<file path="config.mk">
export PLATFORM = sky130hd
export DESIGN_NAME = inst_loader
export DESIGN_NICKNAME = d
export VERILOG_FILES = /design/src/rtl/inst_loader_pkg.sv /design/src/rtl/inst_loader_byte_assembler.sv /design/src/rtl/inst_loader.sv
export SDC_FILE = /design/constraint.sdc
export NUM_CORES = 1
export LEC_CHECK = 0
export BUFFER_PORTS_ARGS = -buffer_cell sky130_fd_sc_hd__buf_2
export CORE_MARGIN = 2
export CORE_UTILIZATION = 35
export CTS_BUF_LIST = sky130_fd_sc_hd__clkbuf_8
export CTS_CLUSTER_DIAMETER = 100
export DETAILED_ROUTE_END_ITERATION = 8
export HOLD_SLACK_MARGIN = 0.08
export MAX_ROUTING_LAYER = met4
export SLEW_MARGIN = 40
export SYNTH_ARGS = -nofsm -noshare
export SYNTH_HDL_FRONTEND = slang
export SYNTH_SLANG_ARGS = --single-unit
</file>
<file path="constraint.sdc">
create_clock -name CLK -period 6.3 [get_ports CLK]
set_clock_uncertainty 0.1 [all_clocks]
set_input_delay 0.315 -clock CLK [delete_from_list [all_inputs] [get_ports CLK]]
set_output_delay 0.315 -clock CLK [all_outputs]
set_load 0.05 [all_outputs]
</file>
<file path="src/rtl/inst_loader_pkg.sv">
// Shared types and constants for the instruction loader.
// Optional trailing checksum byte is enabled by defining INST_LOADER_CHECKSUM_EN.
package inst_loader_pkg;

    localparam int unsigned BYTES_PER_WORD = 4;
    localparam int unsigned BYTE_W         = 8;

    typedef enum logic [2:0] {
        IDLE,
        RECV,
        WRITE,
        DONE,
        ERR,
        CHK
    } state_e;

endpackage

</file>
<file path="src/rtl/inst_loader_byte_assembler.sv">
// Collects little-endian bytes into one instruction word; word_full_o is high
// for exactly the cycle after the fourth byte is accepted, until cleared.
module byte_assembler
    import inst_loader_pkg::*;
(
    input  logic                             clk_i,
    input  logic                             rst_i,
    input  logic                             clear_i,
    input  logic                             accept_i,
    input  logic [BYTE_W-1:0]                byte_i,
    output logic [BYTES_PER_WORD*BYTE_W-1:0] word_o,
    output logic [1:0]                       byte_cnt_o,
    output logic                             word_full_o
);

    logic [BYTES_PER_WORD*BYTE_W-1:0] word_q, word_d;
    logic [1:0]                       cnt_q, cnt_d;
    logic                             full_q, full_d;

    always_comb begin
        word_d = word_q;
        cnt_d  = cnt_q;
        full_d = full_q;
        if (clear_i) begin
            cnt_d  = '0;
            full_d = 1'b0;
        end else if (accept_i) begin
            word_d[BYTE_W*cnt_q +: BYTE_W] = byte_i;
            cnt_d  = cnt_q + 2'd1;
            full_d = (cnt_q == 2'd3);
        end
    end

    always_ff @(posedge clk_i) begin
        if (rst_i) begin
            word_q <= '0;
            cnt_q  <= '0;
            full_q <= 1'b0;
        end else begin
            word_q <= word_d;
            cnt_q  <= cnt_d;
            full_q <= full_d;
        end
    end

    assign word_o      = word_q;
    assign byte_cnt_o  = cnt_q;
    assign word_full_o = full_q;

endmodule

</file>
<file path="src/rtl/inst_loader.sv">
// Streams program bytes into instruction memory and holds the core in reset
// until loaded. Define INST_LOADER_CHECKSUM_EN for the trailing XOR check byte.
module inst_loader
    import inst_loader_pkg::*;
#(
    parameter int unsigned WORD_W = 32,
    parameter int unsigned DEPTH  = 80,
    parameter int unsigned ADDR_W = 64,
    parameter int unsigned LEN_W  = 16
) (
    input  logic              CLK,
    input  logic              RST,
    input  logic              start,
    input  logic [LEN_W-1:0]  prog_len,
    input  logic              byte_valid,
    input  logic [7:0]        byte_data,
    output logic              byte_ready,
    output logic              mem_wr_en,
    output logic [ADDR_W-1:0] mem_wr_addr,
    output logic [WORD_W-1:0] mem_wr_data,
    output logic              cpu_rst,
    output logic              done,
    output logic              err
);

    state_e           state_q, state_d;
    logic [LEN_W-1:0] len_q, len_d;
    logic [LEN_W-1:0] word_cnt_q, word_cnt_d;
    logic             cpu_rst_q, cpu_rst_d;
    logic             done_q, done_d;
    logic             err_q, err_d;
    logic             asm_clear, asm_accept, asm_full;
    logic [1:0]       asm_cnt;
    logic             len_bad;
`ifdef INST_LOADER_CHECKSUM_EN
    logic [7:0]       xor_q, xor_d;
`endif

    byte_assembler u_asm (
        .clk_i       (CLK),
        .rst_i       (RST),
        .clear_i     (asm_clear),
        .accept_i    (asm_accept),
        .byte_i      (byte_data),
        .word_o      (mem_wr_data),
        .byte_cnt_o  (asm_cnt),
        .word_full_o (asm_full)
    );

    assign len_bad = (prog_len == '0) || (prog_len > LEN_W'(DEPTH));

    always_ff @(posedge CLK) begin
        if (RST) state_q <= IDLE;
        else     state_q <= state_d;
    end

    always_comb begin
        state_d    = state_q;
        len_d      = len_q;
        word_cnt_d = word_cnt_q;
        asm_clear  = 1'b0;
        asm_accept = 1'b0;
        byte_ready = 1'b0;
`ifdef INST_LOADER_CHECKSUM_EN
        xor_d      = xor_q;
`endif
        case (state_q)
            IDLE, DONE, ERR: begin
                if (start) begin
                    if (len_bad) begin
                        state_d = ERR;
                    end else begin
                        state_d    = RECV;
                        len_d      = prog_len;
                        word_cnt_d = '0;
                        asm_clear  = 1'b1;
`ifdef INST_LOADER_CHECKSUM_EN
                        xor_d      = '0;
`endif
                    end
                end
            end
            RECV: begin
                byte_ready = 1'b1;
                if (byte_valid) begin
                    asm_accept = 1'b1;
`ifdef INST_LOADER_CHECKSUM_EN
                    xor_d = xor_q ^ byte_data;
`endif
                    if (asm_cnt == 2'd3) state_d = WRITE;
                end
            end
            WRITE: begin
                asm_clear  = 1'b1;
                word_cnt_d = word_cnt_q + 1'b1;
                if (word_cnt_q == len_q - 1'b1) begin
`ifdef INST_LOADER_CHECKSUM_EN
                    state_d = CHK;
`else
                    state_d = DONE;
`endif
                end else begin
                    state_d = RECV;
                end
            end
`ifdef INST_LOADER_CHECKSUM_EN
            CHK: begin
                byte_ready = 1'b1;
                if (byte_valid) state_d = (byte_data == xor_q) ? DONE : ERR;
            end
`endif
            default: state_d = IDLE;
        endcase

        // Status outputs are registered from the next state so they change on
        // the same edge as the state itself.
        cpu_rst_d = (state_d != DONE);
        done_d    = (state_d == DONE);
        err_d     = (state_d == ERR);
    end

    always_ff @(posedge CLK) begin
        if (RST) begin
            len_q      <= '0;
            word_cnt_q <= '0;
            cpu_rst_q  <= 1'b1;
            done_q     <= 1'b0;
            err_q      <= 1'b0;
`ifdef INST_LOADER_CHECKSUM_EN
            xor_q      <= '0;
`endif
        end else begin
            len_q      <= len_d;
            word_cnt_q <= word_cnt_d;
            cpu_rst_q  <= cpu_rst_d;
            done_q     <= done_d;
            err_q      <= err_d;
`ifdef INST_LOADER_CHECKSUM_EN
            xor_q      <= xor_d;
`endif
        end
    end

    // The assembler's full flag is high exactly during WRITE, so it doubles as
    // the registered write strobe; word_cnt_q holds the current index there.
    assign mem_wr_en   = asm_full;
    assign mem_wr_addr = ADDR_W'({word_cnt_q, 2'b00});
    assign cpu_rst     = cpu_rst_q;
    assign done        = done_q;
    assign err         = err_q;

endmodule

</file>
==> results of run 1 <==
[per-layer routing]
metal,vias to the layer above,track usage (%),wire [microns]
met5,-,-,0
met4,0,5.86,103
met3,11,3.74,555
met2,105,26.3,4480
met1,1570,20.3,4160
li1,1634,-,-
[registers in the layout (all words and copies together) (netlist names)]
name / cells
done: 1
u_asm.word_full_o: 1
err: 1
word_cnt_q: 16
len_q: 16
state_q: 3
u_asm.word_o: 32
cpu_rst: 1
u_asm.byte_cnt_o: 2
[power breakdown]
| group | internal [W] | total (W) | switching [W] |
|---|---|---|---|
| sequential | 0.000462 | 0.000463 | 0.000000817 |
| clock | 0.000264 | 0.000447 | 0.000183 |
| combinational | 0.00000950 | 0.0000900 | 0.0000805 |
| total | 0.000735 | 0.00100 | 0.000265 |
[worst max-delay path: cells and delay by family (launching register included)]
| kind | cells | cell delay [ns] |
|---|---|---|
| compound gates | 3 | 1.05 |
| xor+xnor | 1 | 0.16 |
| fa+ha+maj | 1 | 0.22 |
| buf+inv | 1 | 0.08 |
| flops | 1 | 0.36 |
| simple gates | 2 | 0.61 |
[per-stage QoR]
step / cell area (sq um) / worst slack, ns / cells / utilization [%]
finish: 4400 / 3.62 / 678 / 41.0
global route: 4400 / 3.49 / 678 / 41.0
CTS: 4390 / 3.63 / 678 / 40.8
detailed placement: 4140 / 3.27 / 662 / 38.6
global placement: 4140 / 3.43 / 662 / 38.6
floorplan: 3990 / 3.89 / 506 / -
[layout by cell type, fill, tap and decap left out, drive strengths merged, types with 5 or more instances in the layout]
master,instances
nor3,11
nand3,36
a21oi,40
nor4,5
buf,81
nor2,41
and2,10
clkbuf,9
ha,8
inv,10
mux2i,11
conb,48
dfxtp,73
xor2,17
o21ai,8
nand2,48
nand4,7
xnor2,16
and3,7
[how the worst max path moves through the flow]
stage	start	endpoint	cells past startpoint
after floorplan	state_q[0]$_SDFF_PP0_	u_asm.word_o[10]$_SDFFE_PP0P_	8
after global placement	prog_len[0]	word_cnt_q[15]$_SDFFE_PP0P_	7
after detailed placement	prog_len[0]	word_cnt_q[15]$_SDFFE_PP0P_	7
after CTS	prog_len[0]	word_cnt_q[15]$_SDFFE_PP0P_	7
after global routing	len_q[0]$_SDFFE_PP0P_	cpu_rst$_SDFF_PP1_	8
final	len_q[0]$_SDFFE_PP0P_	cpu_rst$_SDFF_PP1_	8
[cell type report]
type | count | area share, %
Tap cell | 140 | 3.98
Sequential cell | 73 | 33.2
Clock buffer | 9 | 2.81
Clock inverter | 7 | 2.70
Timing Repair Buffer | 81 | 9.33
Multi-Input combinational cell | 360 | 47.3
Inverter | 8 | 0.682
[logic make-up (layout without fill, tap and decap cells)]
family	count (synthesis)	count (layout)
xor+xnor	33	33
compound gates	72	72
fa+ha+maj	8	8
buf+inv	73	105
simple gates	188	188
flops	73	73
mux	11	11
other cells	1	48
==> impl_metrics.py, run 1 <==
metrics = {
    "floorplan": {
        "initial_core_util_pct": 35.4,
        "die_x_microns": 108,
        "rows": 38,
        "die_area_sq_um": 11700,
        "io_pins": 129,
        "die_y_microns": 108,
        "core-area_sq_um": 10700,
    },
    "timing": {
        "post-route-period-util_pct": 42.6,
        "hold_violations": 0,
        "fmax_ghz": 0.372,
        "tns_ns": 0,
        "setup_viol": 0,
        "worst_slew_pin_slew_ns": 0.809,
        "rsz0062_at_grt": "false",
        "worst_hold_slack_ns": 0.123,
        "drv_slew": 0,
        "post-route-min-period_ns": 2.68,
        "max_slew_margin_pct": 45.6,
    },
    "clock_tree": {
        "clock_latency_ns": 0.35,
        "cts_sinks": 73,
        "cts_tree": "yes",
        "cts.repair.resized": 0,
        "cts-root-buf": "clkbuf_8",
        "post_cts_buffers": 0,
        "cts_made_buffers": 9,
        "path_clk_slew_ns": 0.08,
        "holdBufCountCts": 0,
        "clock_path_buffers": 2,
        "ctsHtreeMaxLevel": 3,
    },
    "pwr": {
        "power-per-cell-area_nw_per_um2": 227,
        "vdd_ir_drop_max_mv": 0.106,
        "p_total_w": 0.00100,
        "total_leakage_power_nw": 1.85,
    },
    "synth": {
        "synthesis.area_sq_um": 3810,
        "synth_area_leader_cell": "dfxtp_1",
        "synth_edf_count": 0,
        "synthSimpleGateAreaFrac_pct": 25.0,
        "synthCells": 459,
        "ys_types": 48,
        "yosys_warnings": 0,
        "synthAdderAreaFrac_pct": 2.63,
        "seq_area_frac_synth_pct": 38.4,
        "synth_ff_type": "dfxtp_1",
        "synth_area_leaders": "dfxtp_1 38%, buf_4 9.5%, a21oi_1 5.3%",
        "synth_xor_area_share_pct": 7.59,
        "syn_avg_cell_area_sq_um": 8.30,
        "muxShareOfSynthArea_pct": 2.89,
        "synth_top_area_share_pct": 38.4,
        "synth.cells.most_frequent": "73 x dfxtp_1, 48 x buf_4, 48 x nand2_1, 41 x nor2_1, 40 x a21oi_1",
        "async_reset_ff_share_pct": 0,
        "yosysMostFrequentCell": "dfxtp_1",
        "ys_ff_latch": 73,
        "synth_compound_area_share_pct": 11.5,
        "synth_top_family_by_area": "simple AND/OR/NAND/NOR gates",
    },
    "route": {
        "ant_nets": 0,
        "post_drt_wl_per_cell_microns": 13.7,
        "drt-total-wl_microns": 9300,
        "drcViolationCount": 0,
        "drt_iter0_markers": 140,
        "first_pass_iters": 4,
        "avgViaCountPerCell": 4.90,
        "num_vias": 3320,
    },
    "critical_path": {
        "r2r-end": "cpu_rst$_SDFF_PP1_",
        "crit_top_cell": "a211o_1",
        "cp_cell_sequence": "inv_1 -> ha_1 -> nor4b_4 -> nand2_1 -> xnor2_1 -> a211o_1 -> a2111o_1 -> a211o_1",
        "worstSetupEndpointType": "register",
        "critical-path-max-stage-delay_ns": 0.45,
        "cp_slowest_cell": "a2111o_1",
        "reg2reg_from": "len_q[0]$_SDFFE_PP0P_",
        "critPathLaunchType": "register",
        "critPathMaxFanout": 6,
        "rrSetupSlack_ns": 3.62,
        "r2r_cells": 8,
        "worstPathArrival_ns": 2.83,
        "critical_path_class": "register to register",
        "crit_required_ns": 6.44,
    },
    "min_path": {
        "holdPathStages": 3,
        "min-delay-path-class": "input port to register",
        "min_to": "len_q[2]$_SDFFE_PP0P_",
        "min_from": "prog_len[2]",
    },
    "finish": {
        "antenna_cells": 0,
        "seqCellArea_sq_um": 1460,
        "drive_gt1_share_pct": 19.7,
        "nNetsFinal": 569,
        "areaGrowthSynthToFinish_pct": 15.5,
        "fillers": 1130,
        "multi_input_area_sq_um": 2080,
    },
    "global_route": {
        "grt_pass1_wl_microns": 14600,
        "track_usage_pct": 16.4,
        "antenna_found_initial": 0,
        "grt_overflow": 0,
        "grt_pass1_vias": 3032,
        "grt_max_degree": 49,
    },
    "placed_design": {
        "gp_congestion": 0.894,
        "hpwl_microns": 6840,
        "io_buffer_count": 80,
    },
    "status": {
        "status": "finished, final reports clean",
    },
    "flow_run": {
        "cap_violations": 0,
    },
}
No activity file was read; power rests on OpenSTA's default activity.
==> inputs of run 2 (changes only) <==
==> constraint.sdc (replaced) <==
create_clock -name CLK -period 2.7 [get_ports CLK]
set_clock_uncertainty 0.1 [all_clocks]
set_input_delay 0.135 -clock CLK [delete_from_list [all_inputs] [get_ports CLK]]
set_output_delay 0.135 -clock CLK [all_outputs]
set_load 0.05 [all_outputs]
==> run 2 against run 1 <==
Effect of this change: register-to-register slack worse by 3.4 ns; non-clock buffer count up 22; sequential power up 130%; critical path type unchanged; critical endpoint unchanged.
==> impl_metrics.py, run 2 (synthesized netlist as in run 1, its figures left out) <==
metrics = {
    "status": {
        "status": "finished, final reports clean",
    },
    "flow_run": {
        "cap_violations": 0,
    },
    "route": {
        "drt-total-wl_microns": 9500,
        "drcViolationCount": 0,
        "post_drt_wl_per_cell_microns": 13.6,
        "ant_nets": 0,
        "wl_met1_microns": 4310,
        "met2_length_microns": 4540,
        "top_layer_used": "met4",
        "avgViaCountPerCell": 4.81,
        "first_pass_iters": 4,
        "wl_met3_microns": 549,
        "num_vias": 3364,
        "drt_iter0_markers": 134,
    },
    "timing": {
        "post-route-min-period_ns": 2.53,
        "hold_violations": 0,
        "rsz0062_at_grt": "false",
        "max_slew_margin_pct": 65.3,
        "worst_slew_pin_slew_ns": 0.516,
        "drv_slew": 0,
        "post-route-period-util_pct": 93.8,
        "fmax_ghz": 0.395,
        "setup_viol": 0,
        "tns_ns": 0,
    },
    "global_route": {
        "grt_pass1_wl_microns": 15400,
        "grt_overflow": 0,
        "grt_max_degree": 36,
        "antenna_found_initial": 0,
        "grt_pass1_vias": 3192,
        "track_usage_pct": 17.1,
    },
    "finish": {
        "drive_gt1_share_pct": 19.8,
        "antenna_cells": 0,
        "layout_commonest_cell": "buf_2",
        "largest_register_ffs": 32,
        "fillers": 1067,
        "nNetsFinal": 591,
        "areaGrowthSynthToFinish_pct": 19.7,
        "final_cell_mix": "80 x buf_2, 73 x dfxtp_1, 48 x nand2_1, 48 x conb_1, 41 x nor2_1",
        "fin_util_pct": 42.4,
    },
    "critical_path": {
        "critical_path_class": "register to register",
        "worstSetupEndpointType": "register",
        "critical-path-max-stage-delay_ns": 0.46,
        "worstPathArrival_ns": 2.67,
        "reg2reg_from": "len_q[0]$_SDFFE_PP0P_",
        "critPathLaunchType": "register",
        "crit_top_cell": "a211o_1",
        "critPathMaxFanout": 6,
        "r2r-end": "cpu_rst$_SDFF_PP1_",
        "r2r_cells": 8,
        "crit_required_ns": 2.84,
        "cp_cell_sequence": "inv_1 -> ha_1 -> nor4b_4 -> nand2_1 -> xnor2_1 -> a211o_1 -> a2111o_1 -> a211o_1",
        "rrSetupSlack_ns": 0.17,
        "cp_slowest_cell": "a2111o_1",
    },
    "min_path": {
        "min_to": "state_q[2]$_SDFF_PP0_",
        "min-delay-path-class": "input port to register",
        "min_from": "start",
        "holdPathStages": 4,
    },
    "clock_tree": {
        "clock_path_buffers": 2,
        "cts_made_buffers": 9,
        "cts_sinks": 73,
        "ctsHtreeMaxLevel": 3,
        "cts_tree": "yes",
        "path_clk_slew_ns": 0.08,
        "cts-root-buf": "clkbuf_8",
        "clock_latency_ns": 0.35,
    },
    "pwr": {
        "vdd_ir_drop_max_mv": 0.192,
        "power_frac_seq_pct": 49.1,
        "power-per-cell-area_nw_per_um2": 482,
        "power_switching_w": 0.000629,
        "total_leakage_power_nw": 1.93,
        "clkPwrFrac_pct": 40.4,
        "internal_power_w": 0.00157,
        "power_switching_share_pct": 28.6,
        "pwr-share-comb_pct": 10.5,
        "p_total_w": 0.00220,
    },
    "floorplan": {
        "die_y_microns": 108,
        "io_pins": 129,
        "core-area_sq_um": 10700,
        "die_x_microns": 108,
        "initial_core_util_pct": 35.4,
        "die_area_sq_um": 11700,
        "rows": 38,
    },
    "placed_design": {
        "io_buffer_count": 80,
        "hpwl_microns": 6920,
        "gp_congestion": 0.853,
    },
}
[run 2: changes by cell type in the layout (fill, tap and decap cells not counted), sizes merged]
cell         change
clkinv           +2
bufinv           -2
dlygate4sd3     +16
clkbuf           +1
clkinvlp         +1
inv              -2
buf              +6
[run 2: power groups by stage]
stage	clock network, W	logic [W]	registers [W]
after floorplan	0	0.000222	0.00111
after global placement	0	0.000209	0.00111
after detailed placement	0	0.000210	0.00110
after CTS	0.000903	0.000228	0.00108
after global routing	0.000958	0.000243	0.00108
final	0.000888	0.000230	0.00108
[run 2: timing repair]
action	4_1_cts	5_1_grt
setup endpoints to repair	0	1
hold buffers	16	0
gates resized for setup	0	1
buffers inserted	0	0
hold endpoints to repair	41	0
[run 2: through the flow]
step                cells  hold WS, ns  instance area [sq um]  setup slack, ns
floorplan             506        0.183                   3990            0.289
global placement      668        0.298                   4190            0.224
detailed placement    668        0.299                   4190            0.182
CTS                   700        0.106                   4550            0.155
global route          700        0.134                   4560          0.00764
finish                700        0.116                   4560            0.168
[run 2: worst max-delay path by stage]
stage / slack, ns / to / cells past startpoint / start
detailed placement: 0.18 / cpu_rst$_SDFF_PP1_ / 8 / len_q[0]$_SDFFE_PP0P_
global placement: 0.22 / cpu_rst$_SDFF_PP1_ / 8 / len_q[0]$_SDFFE_PP0P_
floorplan: 0.29 / u_asm.word_o[10]$_SDFFE_PP0P_ / 8 / state_q[0]$_SDFF_PP0_
global route: 0.008 / cpu_rst$_SDFF_PP1_ / 8 / len_q[0]$_SDFFE_PP0P_
finish: 0.17 / cpu_rst$_SDFF_PP1_ / 8 / len_q[0]$_SDFFE_PP0P_
CTS: 0.15 / cpu_rst$_SDFF_PP1_ / 8 / len_q[0]$_SDFFE_PP0P_
[run 2: final cells by class]
class	instances	area, sq um	area share (%)
sequential	73	1460	32.1
clock inverter	6	67.6	1.48
tap	140	175	3.84
timing repair buffer	103	613	13.4
multi-input combinational	360	2070	45.5
clock buffer	10	138	3.02
inverter	8	30.0	0.659
[run 2: critical path, delay by kind of cell, from the launching register on]
| kind | cells | cell delay, ns |
|---|---|---|
| buffers and inverters | 1 | 0.07 |
| and+or+nand+nor | 2 | 0.48 |
| adders and majority gates | 1 | 0.22 |
| xor gates and xnor gates | 1 | 0.15 |
| AOI/OAI and AO/OA | 3 | 1.05 |
| DFF | 1 | 0.36 |
[run 2: metal layers]
layer | global-route usage, % | vias up
met2 | 28.2 | 100
met4 | 4.76 | 0
met5 | - | -
met1 | 20.8 | 1575
li1 | - | 1680
met3 | 4.46 | 9
